<file path="src/rtl/sha256_msg_packer.sv">
// sha256_msg_packer: packs a byte stream into a single 55-byte SHA-256 block for the hash core
module sha256_msg_packer (
    input  logic         clk,
    input  logic         rst,
    input  logic [7:0]   s_data,
    input  logic         s_valid,
    input  logic         s_last,
    output logic         s_ready,
    output logic [439:0] data_in,
    output logic [5:0]   byte_valid,
    output logic         data_valid,
    output logic         msg_valid,
    input  logic         hash_done,
    output logic         overflow_err,
    output logic         busy
);
    typedef enum logic [1:0] {COLLECT, LAUNCH, WAIT, DRAIN} state_t;
    state_t       r_state;
    state_t       w_next;
    logic [439:0] r_data;
    logic [5:0]   r_count;
    logic         r_ovf;
    logic         w_acc;
    logic         w_full;
    assign w_acc  = s_valid && s_ready;
    assign w_full = r_count == 6'd55;
    // state register
    always_ff @(posedge clk) begin
        r_state <= rst ? COLLECT : w_next;
    end
    // next-state: a 56th byte overflows; with s_last it just restarts, without it drains the rest
    always_comb begin
        w_next = r_state;
        case (r_state)
            COLLECT: w_next = !w_acc ? COLLECT : !w_full ? (s_last ? LAUNCH : COLLECT) : (s_last ? COLLECT : DRAIN);
            LAUNCH:  w_next = WAIT;
            WAIT:    w_next = hash_done ? COLLECT : WAIT;
            default: w_next = (w_acc && s_last) ? COLLECT : DRAIN;
        endcase
    end
    // outputs: the block is only exposed to the core while it owns it, so partial data stays hidden
    always_comb begin
        busy         = r_state == LAUNCH || r_state == WAIT;
        s_ready      = !rst && !busy;
        msg_valid    = r_state == LAUNCH;
        data_valid   = busy;
        byte_valid   = busy ? r_count : 6'd0;
        data_in      = busy ? r_data : 440'd0;
        overflow_err = r_ovf;
    end
    // byte packing, overflow detection and release after the core finishes
    always_ff @(posedge clk) begin
        r_ovf <= 1'b0;
        if (rst) begin
            r_data  <= '0;
            r_count <= '0;
        end else if (r_state == COLLECT && w_acc && w_full) begin
            r_data  <= '0;
            r_count <= '0;
            r_ovf   <= 1'b1;
        end else if (r_state == COLLECT && w_acc) begin
            r_data  <= r_data | ({s_data, 432'd0} >> {r_count, 3'b000});
            r_count <= r_count + 6'd1;
        end else if (r_state == WAIT && hash_done) begin
            r_data  <= '0;
            r_count <= '0;
        end
    end
endmodule

</file>
<file path="config.mk">
export PLATFORM = sky130hd
export DESIGN_NAME = sha256_msg_packer
export DESIGN_NICKNAME = d
export VERILOG_FILES = /design/src/rtl/sha256_msg_packer.sv
export SDC_FILE = /design/constraint.sdc
export NUM_CORES = 1
export LEC_CHECK = 0
export ABC_AREA = 0
export CAP_MARGIN = 40
export CORE_MARGIN = 2
export CORE_UTILIZATION = 52
export CTS_BUF_LIST = sky130_fd_sc_hd__clkbuf_4
export DETAILED_ROUTE_END_ITERATION = 7
export MAX_ROUTING_LAYER = met4
export PLACE_DENSITY = 0.92
export SKIP_CTS_REPAIR_TIMING = 1
export SLEW_MARGIN = 40
export SYNTH_ARGS = -nofsm -noshare
export SYNTH_HDL_FRONTEND = slang
export SYNTH_SLANG_ARGS = --single-unit
</file>
<file path="constraint.sdc">
create_clock -name clk -period 2.6 [get_ports clk]
set_clock_uncertainty 0.05 [all_clocks]
set_input_delay 0.78 -clock clk [delete_from_list [all_inputs] [get_ports clk]]
set_output_delay 0.78 -clock clk [all_outputs]
set_load 0.02 [all_outputs]
</file>
Word-level counts from Yosys, hierarchy flattened --
Cells that the tools add are included.
Operators by class: bitwise logic cells 1, mux-type cells 14, reduce and logical (&&, ||, !) cells 12, add/subtract/negate cells 1, equal/unequal tests 3, shift operators 1
Operators by type and width (count):
- $mux W440 | 3
- $or A440 B440 Y440 | 1
- $shr A440 B9 Y440 | 1
- $mux W6 | 3
- $mux W2 | 5
- $add A6 B1 Y6 const B | 1
- $eq A6 B6 Y1 const B | 1
- $logic_and A1 B1 Y1 | 6
- $pmux W2 S3 | 1
- $eq A2 B1 Y1 const B | 1
- $eq A2 B2 Y1 const B | 1
- $logic_not A1 Y1 | 2
- $logic_not A2 Y1 | 1
- $mux W1 | 2
- $reduce_bool A2 Y1 | 1
- $reduce_or A2 Y1 | 1
- $logic_or A1 B1 Y1 | 1
Storage, ports and cells: register bits after elaboration 449, input bits 13

Longest topological paths before layout --
depth in word-level cells 8, depth in mapped cells 10, mapped depth without buffers 7

Worst setup path before layout --
Ideal clock, no wire load.
path kind reg-to-output, from reg r_state[0], to out byte_valid[4], setup slack 0.090 ns, arrival 1.680 ns, stages on the path, launching flop included 7, required time 1.770 ns, path through dfxtp_1 > inv_1 > ha_1 > buf_6 > clkbuf_1 > clkbuf_1 > and2_1
Between the ends: word-level cells in the longest chain between the ends 3
RTL lines:
- from (decl) | RTL line 18 | state_t r_state;
- from (signal assigned) | RTL line 29 | r_state <= rst ? COLLECT : w_next;
- $eq A2 B1 Y1 / $eq A2 B2 Y1 (equally long branches) | RTL line 43 | busy = r_state == LAUNCH || r_state == WAIT;
- $logic_or A1 B1 Y1 * | RTL line 43
- net busy | RTL line 15 | output logic busy
- $mux W6 * | RTL line 47 | byte_valid = busy ? r_count : 6'd0;
- to (decl) | RTL line 10 | output logic [5:0] byte_valid,
The timed path passes the listed nets; every way through them passes the cells marked *.

Final worst setup path --
from reg r_state[1], to out data_in[357]
Between the ends: word-level cells in the longest chain between the ends 3
RTL lines:
- $eq A2 B1 Y1 / $eq A2 B2 Y1 (equally long branches) | RTL line 43
- $logic_or A1 B1 Y1 * | RTL line 43
- $mux W440 * | RTL line 48 | data_in = busy ? r_data : 440'd0;
- to (decl) | RTL line 9 | output logic [439:0] data_in,
Every way passes the cells marked *; elsewhere a longest branch is shown, timed or not.

==> impl_metrics.tcl <==
set metrics [dict create \
    status "complete, but fails checks" \
    violations "design-rule violations, negative setup slack" \
    die_area_um2 38400 \
    worst_path_max_delay_cell "dfxtp_2" \
    dieWidth_um 196 \
    antenna_found_initial 5 \
    cp_max_fo 11 \
    setup_viol 455 \
    cp_cell_sequence "inv_2 > ha_4 > buf_12 > clkbuf_16 > buf_6 > and2_1 > dlymetal6s2s_1" \
    synth_seq_cells 449 \
    drtPass1Iterations 8 \
    clk_latency_ns 0.78 \
    whs_path_depth 2 \
    rows 70 \
    drv_slew 0 \
    synth_edf_count 0 \
    clk_pin_slew_ns 0.07 \
    cts_tree "yes" \
    synth_compound_area_share_pct 18.6 \
    grt_pass1_vias 18800 \
    max_cap_violations 0 \
    detail-route-antenna-nets 0 \
    syn_area_um2 19200 \
    overflow 0 \
    synth_top_family_by_area "simple AND/OR/NAND/NOR gates" \
    yosys.area_share.adder_pct 0.392 \
    reg2reg_from "r_state[1]$_SDFF_PP0_" \
    clock-sinks 449 \
    viasPerCell 6.29 \
    worst_setup_path_start_kind "register" \
    ys_seq_area_share_pct 46.9 \
    route.detailed.drc 2 \
    start_util_pct 52.6 \
    min_to "r_data[190]$_SDFFE_PP0P_" \
    design.core.area_um2 36400 \
    die_h_um 196 \
    dpl_cell_area_um2 25100 \
    power-per-cell-area_nw_per_um2 506 \
    dp_hpwl_mm 45.6 \
    wl_per_cell_um 23.6 \
    grt_max_degree 62 \
    yosysWarnings 0 \
    critPathBufInv 5 \
    htree_levels 3 \
    max_freq_mhz 311 \
    hp-start "r_data[190]$_SDFFE_PP0P_" \
    path_class "register to primary output" \
    worstRegToRegCells 12 \
    ios 464 \
    tightest_slew_ns 0.994 \
    p_leak_nw 15.1 \
    n_fill_cell 2185 \
    synthCells 2161 \
    mostFrequentLayoutCell "and2_1" \
    first_iter_violations 2273 \
    critPathMaxStageDelay_ns 0.34 \
    synth-xor-area-share_pct 0 \
    muxShareOfSynthArea_pct 0 \
    synth_cell_types 45 \
    post-route-min-period_ns 3.22 \
    critPathTopFamily "buffers and inverters" \
    design_area_um2 27200 \
    final_nets 2688 \
    layout_common_cells "and2_1 (451), nor2_1 (447), dfxtp_1 (447)" \
    end_kind "primary output" \
    vdd_drop_max_mv 0.403 \
    synth_flop_cell "dfxtp_1" \
    period_share_pct 124 \
    vias 20200 \
    syn_nets 2180 \
    avgSynthCellArea_um2 8.87 \
    drive_gt1_share_pct 23.2 \
    max-slew-margin-rel_pct 33.6 \
    area_growth_pct 41.7 \
    synthSimpleGateAreaFrac_pct 27.9 \
    r2r-end "r_data[115]$_SDFFE_PP0P_" \
    track_usage_pct 35.2 \
    io_buffer_count 463 \
    cts-root-buf "clkbuf_4" \
    crit_required_ns 1.77 \
    rrSetupSlack_ns -0.22 \
    timing.final.ws_setup_ns -0.620 \
    cts_buffer_depth 3 \
    gp_congestion 0.912 \
    rsz0062_at_grt "true" \
    drt-total-wl_mm 75.8 \
    hold_viol 0 \
    async_reset_ff_share_pct 0 \
    hold_class "register to register" \
    hold_slack_ns 0.434 \
    numCtsBuffers 108 \
    critPathArrivalTime_ns 2.39 \
    grt_pass1_wl_mm 104 \
]
## how the worst max path moves through the flow
stage	slack, ns	start	endpoint	cells after the start
3_3_place_gp	-0.23	rst	r_data[238]$_SDFFE_PP0P_	8
2_1_floorplan	0.09	r_state[0]$_SDFF_PP0_	byte_valid[4]	6
5_1_grt	-0.69	r_state[0]$_SDFF_PP0_	data_in[304]	7
3_5_place_dp	-0.25	rst	r_data[229]$_SDFFE_PP0P_	8
4_1_cts	-1.00	r_state[0]$_SDFF_PP0_	data_in[112]	6
6_report	-0.62	r_state[1]$_SDFF_PP0_	data_in[357]	7
## cell families (layout without fill, tap and decap cells)
kind of cell               after synthesis  count (layout)
AOI/OAI and AO/OA                      458             458
DFF                                    449             449
and+or+nand+nor                       1004            1004
buffers and inverters                  244             820
other                                    0               7
adders and majority gates                6               6
## where the power goes
| part | internal [mW] | switching [mW] | total [mW] |
|---|---|---|---|
| clock | 3.07 | 2.90 | 5.98 |
| sequential | 6.89 | 0.0103 | 6.90 |
| combinational | 0.320 | 0.557 | 0.878 |
| total | 10.3 | 3.47 | 13.7 |
## tightest hold or removal path: cells and delay by family, from the launching register on
kind	cells	cell delay, ns
flip-flops	1	0.32
AND/OR/NAND/NOR	1	0.07
AO/OA/AOI/OAI	1	0.05
## cell type report
class	count	area, um^2	area share (%)
Antenna cell	7	17.5	0.0645
Clock buffer	153	1150	4.23
Clock inverter	25	213	0.783
Inverter	6	22.5	0.0829
Multi-Input combinational cell	1468	9180	33.8
Sequential cell	449	8990	33.1
Tap cell	468	586	2.15
Timing Repair Buffer	636	7020	25.8
## per-layer routing
metal | global-route usage [%] | part of all wire (%) | routed length (um) | up-vias
met1 | 42.5 | 36 | 27300 | 9561
li1 | - | - | - | 8528
met2 | 56.2 | 47 | 35700 | 1705
met3 | 6.36 | 11 | 8140 | 401
met4 | 19.1 | 6.2 | 4670 | 0
met5 | - | 0 | 0 | -
## stage by stage
stage / power, mW / cells / setup TNS, ns / utilization, % / setup WS [ns]
detailed placement: 7.76 / 2997 / -102.41 / 68.8 / -0.247
floorplan: 7.41 / 2161 / 0 / - / 0.0901
CTS: 13.5 / 3175 / -411.10 / 72.5 / -1.00
global route: 14.2 / 3211 / -261.42 / 74.6 / -0.687
finish: 13.7 / 3212 / -222.16 / 74.6 / -0.620
global placement: 7.74 / 2997 / -87.58 / 68.8 / -0.231
## flip-flops by register name, summed over array words and instances, names as in the netlist
register,cells
r_state,2
r_data,440
overflow_err,1
r_count,6
## cell usage after synthesis (2+ instances only)
cell type / number / area [um^2]
ha_1: 6 / 75.1
nor4_4: 3 / 63.8
and4bb_2: 4 / 50.1
or2_1: 2 / 12.5
nor4_2: 2 / 25.0
nor3_2: 2 / 20.0
a32oi_1: 120 / 1050
nand2_1: 7 / 26.3
nor2_1: 447 / 1680
dfxtp_1: 449 / 8990
and2_1: 502 / 3140
and3_1: 6 / 37.5
buf_2: 90 / 450
and4b_1: 2 / 20.0
inv_1: 6 / 22.5
nor2b_1: 5 / 31.3
buf_6: 8 / 90.1
buf_4: 29 / 218
nor4b_2: 3 / 45.0
a21oi_1: 8 / 40.0
buf_1: 6 / 22.5
a22oi_1: 320 / 2400
nand2b_1: 2 / 12.5
a31oi_1: 2 / 12.5
o21ai_0: 2 / 10.0
nand4_1: 2 / 12.5
nand3_1: 3 / 15.0
clkbuf_1: 105 / 394
nor2_8: 2 / 40.0
No activity file was read; power rests on OpenSTA's default activity.
==> patch: new RTL, same flow settings <==
The 4 states of `state_t` get a one-hot encoding in 4 bits.
--- a/src/rtl/sha256_msg_packer.sv
+++ b/src/rtl/sha256_msg_packer.sv
@@ -14,7 +14,7 @@
     output logic         overflow_err,
     output logic         busy
 );
-    typedef enum logic [1:0] {COLLECT, LAUNCH, WAIT, DRAIN} state_t;
+    typedef enum logic [3:0] {COLLECT = 4'b0001, LAUNCH = 4'b0010, WAIT = 4'b0100, DRAIN = 4'b1000} state_t;
     state_t       r_state;
     state_t       w_next;
     logic [439:0] r_data;
Formal check against the unedited RTL: no difference found for any inputs over 4 cycles, from zero or initial values and one cycle with rst high; so few cycles prove little.
==> patch against the original RTL <==
Core utilization down 0.86 points; the run ends with setup timing left; area after synthesis up 1.4%; highest routed layer unchanged; worst setup slack worse by 18 ps; sequential share of layout area up 0.32 points; critical path type unchanged; power up 2.8%; sequential cell count up 2; register-to-register slack better by 280 ps; routed wire length up 0.86%; synthesized cell count up 3.6%; design area down 0.44%; via count up 2.8%; hold slack better by 2.0 ps.
==> patch: results (changes against the original RTL) <==
status=complete, but fails checks; failing checks=setup timing; GRT overflow=0 (unchanged); total negative slack=-216650 ps (+5510 ps); H-tree Lvls=3 (unchanged); syn nets=2255 (+3.4%); top flop regs=r_data x440, r_count x6, r_state x4; total track usage=36.2% (+1.0 points); first-pass GRT wire length=108000 um (+3.6%); Max stage delay on crit path=370 ps (+30 ps); Layout fillers=2330 (+6.6%); DPL Wire Length=47200 um (+3.7%); Post-DP Area=0.0253 mm2 (+0.93%); largest cells by area after synthesis=dfxtp_1, a22oi_1, and3_1; Root Driver=clkbuf_4; CP max-delay cell=dfxtp_4; largest register by flop count=r_data; maximum VDD drop=0.000536 V (+33%); ys async rst share=0% (unchanged); per-cell routed wire length=23.6 um (about the same); NumNets Final=2699 (+0.41%); Lkg Pwr=17.3 nW (+15%); crit path DAT=2410 ps (+20 ps); vias in the first global route=19500 (+3.4%); routed vias/inst=6.41 (+2.0%); pre-CTS WS=-318 ps (-70.6 ps); antenna violations before repair=4 (-1); final setup vio count=451 (-0.88%); PortBufs=463 (unchanged); CTS max path bufs=3 (unchanged); TritonCTS Buffers=111 (+2.8%); Worst Hold Class=flip-flop to flip-flop; yosys warns=0 (unchanged); largest net degree at the start of global routing=137 (+120%); sequential share of the synthesized area=46.4% (-0.46 points); RePlAce Congestion=0.918 (+0.66%); Netlist cell types=47 (+4.4%); DR iter-0 viols=2216 (-2.5%); Worst Max-Slew Pin Slew=818 ps (-176 ps); worst-skew pair later-pin latency=850 ps (+70 ps); share of layout cells above drive strength 1=18.6% (-4.6 points); maximum fanout along the worst path=55 (+44); Worst-path clk slew=70 ps (about the same); synth cell count leaders=nor2_1, and3_1, dfxtp_1; setup ws final=-638 ps (-17.9 ps); First-pass DRT Iterations=7 (-1)
==> patch: cell count changes after synthesis, moves of 6 or more <==
cell	change
and3_1	+450
nor2_2	+9
nand2_1	+10
a22oi_1	+66
buf_2	-21
nor2_1	+25
buf_4	-23
clkbuf_1	+97
nor4_4	+14
a32oi_1	-64
and2_1	-486
nor3_4	+6
==> patch: final timing paths <==
kind	startpoint	endpoint	slack, ps	depth (start not counted)
worst max-delay path	r_state[1]$_SDFF_PP0_	data_in[236]	-640	5
worst min register to register	r_data[249]$_SDFFE_PP0P_	r_data[249]$_SDFFE_PP0P_	440	2
worst min-delay path	r_data[249]$_SDFFE_PP0P_	r_data[249]$_SDFFE_PP0P_	440	2
worst max register to register	r_state[1]$_SDFF_PP0_	r_data[117]$_SDFFE_PP0P_	60	7
==> patch: kinds of logic (layout without fill, tap and decap cells) <==
group,after synthesis,after routing,synth area share (%)
and+or+nand+nor,1031,1031,28.8
adders and majority gates,3,3,0.193
other,0,4,0
DFF,451,451,46.4
buffers and inverters,296,824,6.59
AOI/OAI and AO/OA,457,457,17.9
xor gates and xnor gates,1,1,0.0450
==> patch: metrics by stage <==
stage	util, %	std cells
final	73.7	3239
after global routing	73.7	3239
after CTS	72.7	3230
after detailed placement	68.9	3033
after global placement	68.9	3033
after floorplan	-	2239
==> patch: layout make-up <==
class,instances,share of cell area [%]
diodes,4,0.0370
well taps,468,2.16
flip-flops and latches,451,33.4
clock buffers,150,4.16
inverters,7,0.0971
multi-input cells,1492,34.1
repair buffers,620,25.1
clock inverters,47,0.985
==> patch: worst max-delay path: cells and delay by family (launching register included) <==
kind	cells	cell delay (ps)
XOR/XNOR	1	230
buffers and inverters	3	730
flip-flops	1	370
AND/OR/NAND/NOR	1	230
==> patch: metal layers <==
metal / GRT usage [%] / up-vias / wire [um]
met2: 57.6 / 1614 / 36200
li1: - / 8998 / -
met4: 20.4 / 0 / 3840
met3: 9.66 / 326 / 8770
met5: - / - / 0
met1: 41.4 / 9829 / 27700
==> patch: where the power goes <==
group	internal (mW)	leakage, nW	switching [mW]
clock	2.90	0.816	3.05
sequential	6.92	3.63	0.0144
combinational	0.399	12.9	0.850
